<file path="config.mk">
export PLATFORM = sky130hd
export DESIGN_NAME = seq_signed_divider
export DESIGN_NICKNAME = d
export VERILOG_FILES = /design/src/rtl/seq_signed_divider.sv
export SDC_FILE = /design/constraint.sdc
export NUM_CORES = 1
export LEC_CHECK = 0
export ABC_CLOCK_PERIOD_IN_PS = 6800
export BUFFER_PORTS_ARGS = -buffer_cell sky130_fd_sc_hd__clkbuf_2
export CAP_MARGIN = 5
export CORE_UTILIZATION = 45
export DETAILED_ROUTE_END_ITERATION = 8
export PLACE_DENSITY = 0.69
export REMOVE_ABC_BUFFERS = 1
export SYNTH_ARGS = -nofsm -noshare
export SYNTH_HDL_FRONTEND = slang
export SYNTH_SLANG_ARGS = --single-unit
</file>
<file path="constraint.sdc">
create_clock -name clk -period 6.8 [get_ports clk]
set_input_delay 0.34 -clock clk [delete_from_list [all_inputs] [get_ports clk]]
set_output_delay 0.34 -clock clk [all_outputs]
set_load 0.005 [all_outputs]
</file>
<file path="src/rtl/seq_signed_divider.sv">
// Iterative signed divider: 2W-bit dividend / W-bit divisor, restoring radix-2 on magnitudes plus sign fix-up.
// Optional status outputs div_by_zero / div_overflow are built when DIV_STATUS_FLAGS_EN is defined.
module seq_signed_divider #(
  parameter int W = 8
) (
  input  logic            clk,
  input  logic            rst_n,
  input  logic            in_valid,
  output logic            in_ready,
  input  logic [2*W-1:0]  dividend,
  input  logic [W-1:0]    divisor,
  output logic            out_valid,
  input  logic            out_ready,
  output logic [2*W-1:0]  quotient,
  output logic [2*W-1:0]  remainder
`ifdef DIV_STATUS_FLAGS_EN
  ,
  output logic            div_by_zero,
  output logic            div_overflow
`endif
);
  localparam int DW = 2 * W;
  localparam int CW = $clog2(DW) + 1;

  typedef enum logic [2:0] {IDLE, PREP, DIV, FIX, DONE} state_e;

  state_e          state_q, state_d;
  logic [DW-1:0]   a_q, a_d;
  logic [W-1:0]    b_q, b_d;
  logic [DW-1:0]   dvd_q, dvd_d;   // dividend magnitude, quotient bits shift in at the LSB
  logic [W-1:0]    dsr_q, dsr_d;
  logic [W-1:0]    pr_q, pr_d;     // partial remainder never reaches |divisor| <= 2^(W-1)
  logic [CW-1:0]   cnt_q, cnt_d;
  logic            qneg_q, qneg_d, rneg_q, rneg_d;
  logic            dbz_q, dbz_d, ovf_q, ovf_d;
  logic            out_valid_q, out_valid_d;
  logic [DW-1:0]   quotient_q, quotient_d, remainder_q, remainder_d;
  logic [W:0]      pr_shift;
  logic [DW-1:0]   rmag;
`ifdef DIV_STATUS_FLAGS_EN
  logic            dbz_flag_q, dbz_flag_d, ovf_flag_q, ovf_flag_d;
`endif

  always_comb begin
    state_d     = state_q;
    a_d         = a_q;
    b_d         = b_q;
    dvd_d       = dvd_q;
    dsr_d       = dsr_q;
    pr_d        = pr_q;
    cnt_d       = cnt_q;
    qneg_d      = qneg_q;
    rneg_d      = rneg_q;
    dbz_d       = dbz_q;
    ovf_d       = ovf_q;
    out_valid_d = out_valid_q;
    quotient_d  = quotient_q;
    remainder_d = remainder_q;
    pr_shift    = {pr_q, dvd_q[DW-1]};
    rmag        = {{(DW-W){1'b0}}, pr_q};
`ifdef DIV_STATUS_FLAGS_EN
    dbz_flag_d  = dbz_flag_q;
    ovf_flag_d  = ovf_flag_q;
`endif
    case (state_q)
      IDLE: if (in_valid) begin
        a_d     = dividend;
        b_d     = divisor;
        state_d = PREP;
      end
      PREP: begin
        // Magnitudes are formed one bit wider so -2^(DW-1) negates correctly.
        dvd_d   = DW'(a_q[DW-1] ? -{a_q[DW-1], a_q} : {a_q[DW-1], a_q});
        dsr_d   = W'(b_q[W-1] ? -{b_q[W-1], b_q} : {b_q[W-1], b_q});
        qneg_d  = a_q[DW-1] ^ b_q[W-1];
        rneg_d  = a_q[DW-1];
        pr_d    = '0;
        cnt_d   = '0;
        dbz_d   = (b_q == '0);
        ovf_d   = (a_q == {1'b1, {(DW-1){1'b0}}}) && (b_q == '1);
        // Special cases skip the iterations; FIX loads their fixed results.
        state_d = (dbz_d || ovf_d) ? FIX : DIV;
      end
      DIV: begin
        if (pr_shift >= {1'b0, dsr_q}) begin
          pr_d  = W'(pr_shift - {1'b0, dsr_q});
          dvd_d = {dvd_q[DW-2:0], 1'b1};
        end else begin
          pr_d  = pr_shift[W-1:0];
          dvd_d = {dvd_q[DW-2:0], 1'b0};
        end
        cnt_d = cnt_q + 1'b1;
        if (cnt_q == CW'(DW - 1)) state_d = FIX;
      end
      FIX: begin
        if (dbz_q) begin
          quotient_d  = '1;
          remainder_d = a_q;
        end else if (ovf_q) begin
          quotient_d  = a_q;
          remainder_d = '0;
        end else begin
          quotient_d  = qneg_q ? -dvd_q : dvd_q;
          remainder_d = rneg_q ? -rmag : rmag;
        end
`ifdef DIV_STATUS_FLAGS_EN
        dbz_flag_d  = dbz_q;
        ovf_flag_d  = ovf_q;
`endif
        out_valid_d = 1'b1;
        state_d     = DONE;
      end
      DONE: if (out_ready) begin
        out_valid_d = 1'b0;
`ifdef DIV_STATUS_FLAGS_EN
        dbz_flag_d  = 1'b0;
        ovf_flag_d  = 1'b0;
`endif
        state_d     = IDLE;
      end
      default: state_d = IDLE;
    endcase
  end

  always_ff @(posedge clk or negedge rst_n) begin
    if (!rst_n) begin
      state_q     <= IDLE;
      a_q         <= '0;
      b_q         <= '0;
      dvd_q       <= '0;
      dsr_q       <= '0;
      pr_q        <= '0;
      cnt_q       <= '0;
      qneg_q      <= 1'b0;
      rneg_q      <= 1'b0;
      dbz_q       <= 1'b0;
      ovf_q       <= 1'b0;
      out_valid_q <= 1'b0;
      quotient_q  <= '0;
      remainder_q <= '0;
`ifdef DIV_STATUS_FLAGS_EN
      dbz_flag_q  <= 1'b0;
      ovf_flag_q  <= 1'b0;
`endif
    end else begin
      state_q     <= state_d;
      a_q         <= a_d;
      b_q         <= b_d;
      dvd_q       <= dvd_d;
      dsr_q       <= dsr_d;
      pr_q        <= pr_d;
      cnt_q       <= cnt_d;
      qneg_q      <= qneg_d;
      rneg_q      <= rneg_d;
      dbz_q       <= dbz_d;
      ovf_q       <= ovf_d;
      out_valid_q <= out_valid_d;
      quotient_q  <= quotient_d;
      remainder_q <= remainder_d;
`ifdef DIV_STATUS_FLAGS_EN
      dbz_flag_q  <= dbz_flag_d;
      ovf_flag_q  <= ovf_flag_d;
`endif
    end
  end

  assign in_ready  = (state_q == IDLE);
  assign out_valid = out_valid_q;
  assign quotient  = quotient_q;
  assign remainder = remainder_q;
`ifdef DIV_STATUS_FLAGS_EN
  assign div_by_zero  = dbz_flag_q;
  assign div_overflow = ovf_flag_q;
`endif
endmodule

</file>
==> results.json <==
{
  "ys_types": 60,
  "hpwl_um": 10300,
  "syn_to_final_growth_pct": 11.6,
  "rows": 40,
  "crit_arrival_ns": 2.96,
  "power_frac_seq": 0.388,
  "drive_gt1_frac": 0.162,
  "synth_seq_cells": 101,
  "die_area_um2": 13100,
  "finalClockSkew_ns": 0.0118,
  "antenna_found_initial": 0,
  "register_area_um2": 2530,
  "status": "finished clean",
  "cts_tree": "done",
  "gr-usage-all-layers": 0.235,
  "layout.nets": 693,
  "crit_top_cell": "or4_4",
  "tns_ns": 0,
  "multiInputGateArea_um2": 2890,
  "hp-class": "in2reg",
  "synthFlopType": "dfrtp_1",
  "relSlewSlack": 0.318,
  "wire_per_inst_um": 17.6,
  "vdd_ir_drop_max_v": 0.000221,
  "max_stage_delay_ns": 0.64,
  "place_ws_ns": 4.13,
  "hold_ws_ns": 0.206,
  "drt_wl_total_um": 14300,
  "end_kind": "flip-flop",
  "drtPass1Iterations": 4,
  "worstSetupStartpoint": "state_q[0]",
  "drtAntennaViolNets": 0,
  "grt_overflow": 0,
  "core-area_um2": 12200,
  "p_leak_nw": 2.72,
  "ys_seq_area_frac": 0.446,
  "final_core_util": 0.520,
  "ys_async_sr_fraction": 1.00,
  "syn_area_um2": 5670,
  "antennaDiodeCount": 0,
  "swShare": 0.445,
  "route.detailed.drc": 0,
  "drt_iter0_drc": 330,
  "vias": 4664,
  "die_w_um": 114,
  "setup_ws_ns": 4.11,
  "grt_pass1_vias": 4516,
  "io_buffers": 61,
  "initial_core_util": 0.466,
  "cts-buffers-inserted": 9,
  "hold_viol": 0,
  "cap_violations": 0,
  "clock_latency_ns": 0.35,
  "start_kind": "flip-flop",
  "worst_path_max_delay_cell": "or4_4",
  "finalCriticalPeriod_ns": 2.69,
  "intPower_mw": 1.84,
  "setup_viol": 0,
  "io_pins": 62,
  "hp-start": "divisor[0]",
  "r2r_slack_ns": 4.11,
  "power_frac_comb": 0.474,
  "ff2ff_path_depth": 5,
  "syn_inst": 608,
  "routed_via_density": 5.72,
  "cts_root_buf": "clkbuf_16",
  "crit_fanout": 33,
  "path_cells": "nor2b_2 -> nand2b_2 -> or4_4 -> or4_4 -> a311oi_2",
  "clock-sinks": 101,
  "r2r-end": "state_q[0]",
  "finalNonFillerCells": 816,
  "avgSynthCellArea_um2": 9.33,
  "yosys_warnings": 0,
  "drv_slew": 0,
  "nFillCells": 1141,
  "path_class": "reg2reg",
  "power_frac_clock": 0.138,
  "tightest_slew_ns": 1.01,
  "htreeDepth": 3,
  "p_switching_mw": 1.48,
  "worst-endpoint-required_ns": 7.06,
  "synth-edff-count": 0,
  "timing.rr.start": "state_q[0]",
  "endpoint": "state_q[0]",
  "rsz0062_at_grt": "no",
  "grt_pass1_wl_um": 23600,
  "clk_path_buf_depth": 2,
  "grt_start_max_net_pins": 72,
  "p_per_area_nw_per_um2": 524,
  "final_common_cell": "dfrtp_1",
  "dp.cells": 804,
  "max_freq_mhz": 371,
  "mostFrequentLayoutCells": "dfrtp_1, nand2_1, clkbuf_2",
  "finalCritPeriodShare": 0.396,
  "clk_pin_slew_ns": 0.07,
  "place_congestion": 0.886,
  "die_height_um": 114
}
==> power by group through the flow <==
stage | clock network (mW) | logic, mW | registers [mW]
global route | 0.486 | 1.79 | 1.33
finish | 0.458 | 1.57 | 1.29
detailed placement | 0 | 1.57 | 1.28
CTS | 0.467 | 1.58 | 1.28
global placement | 0 | 1.54 | 1.27
floorplan | 0 | 1.14 | 1.17
==> flip-flops by register name, summed over array words and instances (netlist names), 5 cells and up <==
| register | cells |
|---|---|
| a_q | 16 |
| b_q | 8 |
| quotient | 16 |
| remainder | 16 |
| dsr_q | 8 |
| dvd_q | 16 |
| cnt_q | 5 |
| pr_q | 8 |
==> worst max-delay path, delay by kind of cell, from the launching register on <==
family	cells	cell delay (ns)
compound gates	1	0.24
flops	1	0.52
simple gates	4	1.84
==> through the flow <==
step / area [µm²] / total power [mW]
2_1_floorplan: 5510 / 2.31
3_3_place_gp: 6070 / 2.81
4_1_cts: 6330 / 3.32
5_1_grt: 6330 / 3.61
3_5_place_dp: 6070 / 2.85
6_report: 6330 / 3.31
==> cells by family (layout without fill, tap and decap cells) <==
group | count (synthesis) | count (layout) | synth area share
AO/OA/AOI/OAI | 169 | 169 | 0.191
adder cells (fa/ha/maj) | 17 | 17 | 0.0388
buffers and inverters | 64 | 104 | 0.0446
multiplexers | 32 | 32 | 0.0609
AND/OR/NAND/NOR | 185 | 185 | 0.158
flip-flops | 101 | 101 | 0.446
XOR/XNOR | 40 | 40 | 0.0618
==> what timing repair did <==
item / CTS / global route
hold endpoints to repair: 30 / 0
hold buffers: 1 / 0
buffers inserted: 0 / 0
gates resized for setup: 0 / 0
==> area by class of cell <==
class / count / area share
Multi-Input combinational cell: 443 / 0.457
Sequential cell: 101 / 0.399
Timing Repair Buffer: 68 / 0.0573
Clock buffer: 11 / 0.0384
Tap cell: 168 / 0.0332
Inverter: 25 / 0.0148
==> worst min path at each step <==
stage,end,slack (ns),cells after the start
after floorplan,a_q[0],0.04,0
after global placement,remainder[4],0.29,1
after detailed placement,remainder[4],0.30,1
after CTS,b_q[0],0.20,3
after global routing,a_q[8],0.21,2
final,b_q[0],0.21,3
==> cell usage after synthesis, types with 2 or more instances <==
cell	n	area [µm²]
a31oi_1	5	31.3
o21a_1	6	45.0
o31ai_1	10	75.1
mux2_2	20	225
o311ai_0	2	17.5
a221oi_1	6	52.6
a21o_1	2	15.0
a211o_1	2	17.5
o221ai_1	2	17.5
or4_4	2	22.5
or3_1	10	62.6
o41ai_1	4	35.0
nor3_1	14	70.1
clkbuf_1	35	131
o2111ai_1	3	26.3
dfrtp_1	101	2530
mux2i_1	12	120
nor2_1	51	191
o21ai_0	53	265
a211oi_1	2	15.0
o22ai_1	2	12.5
nand2b_1	8	50.1
nand4_1	5	31.3
and2_1	4	25.0
nand3b_1	2	15.0
xor2_1	28	245
or4_1	5	37.5
a22o_1	5	43.8
ha_1	16	200
nand2_1	63	236
nor3b_1	2	15.0
a22oi_1	10	75.1
nor4_1	3	18.8
o211ai_1	9	67.6
nor2b_1	3	18.8
inv_1	25	93.8
xnor2_1	12	105
a21oi_1	38	190
nand3_1	5	25.0
==> routing by layer <==
metal / share of wire / vias to the layer above / track usage
li1: - / 2247 / -
met1: 0.47 / 2257 / 0.324
met2: 0.46 / 142 / 0.368
met3: 0.055 / 18 / 0.0635
met4: 0.016 / 0 / 0.0597
met5: 0 / - / 0
Note: power is estimated with default switching activity, not from simulation.
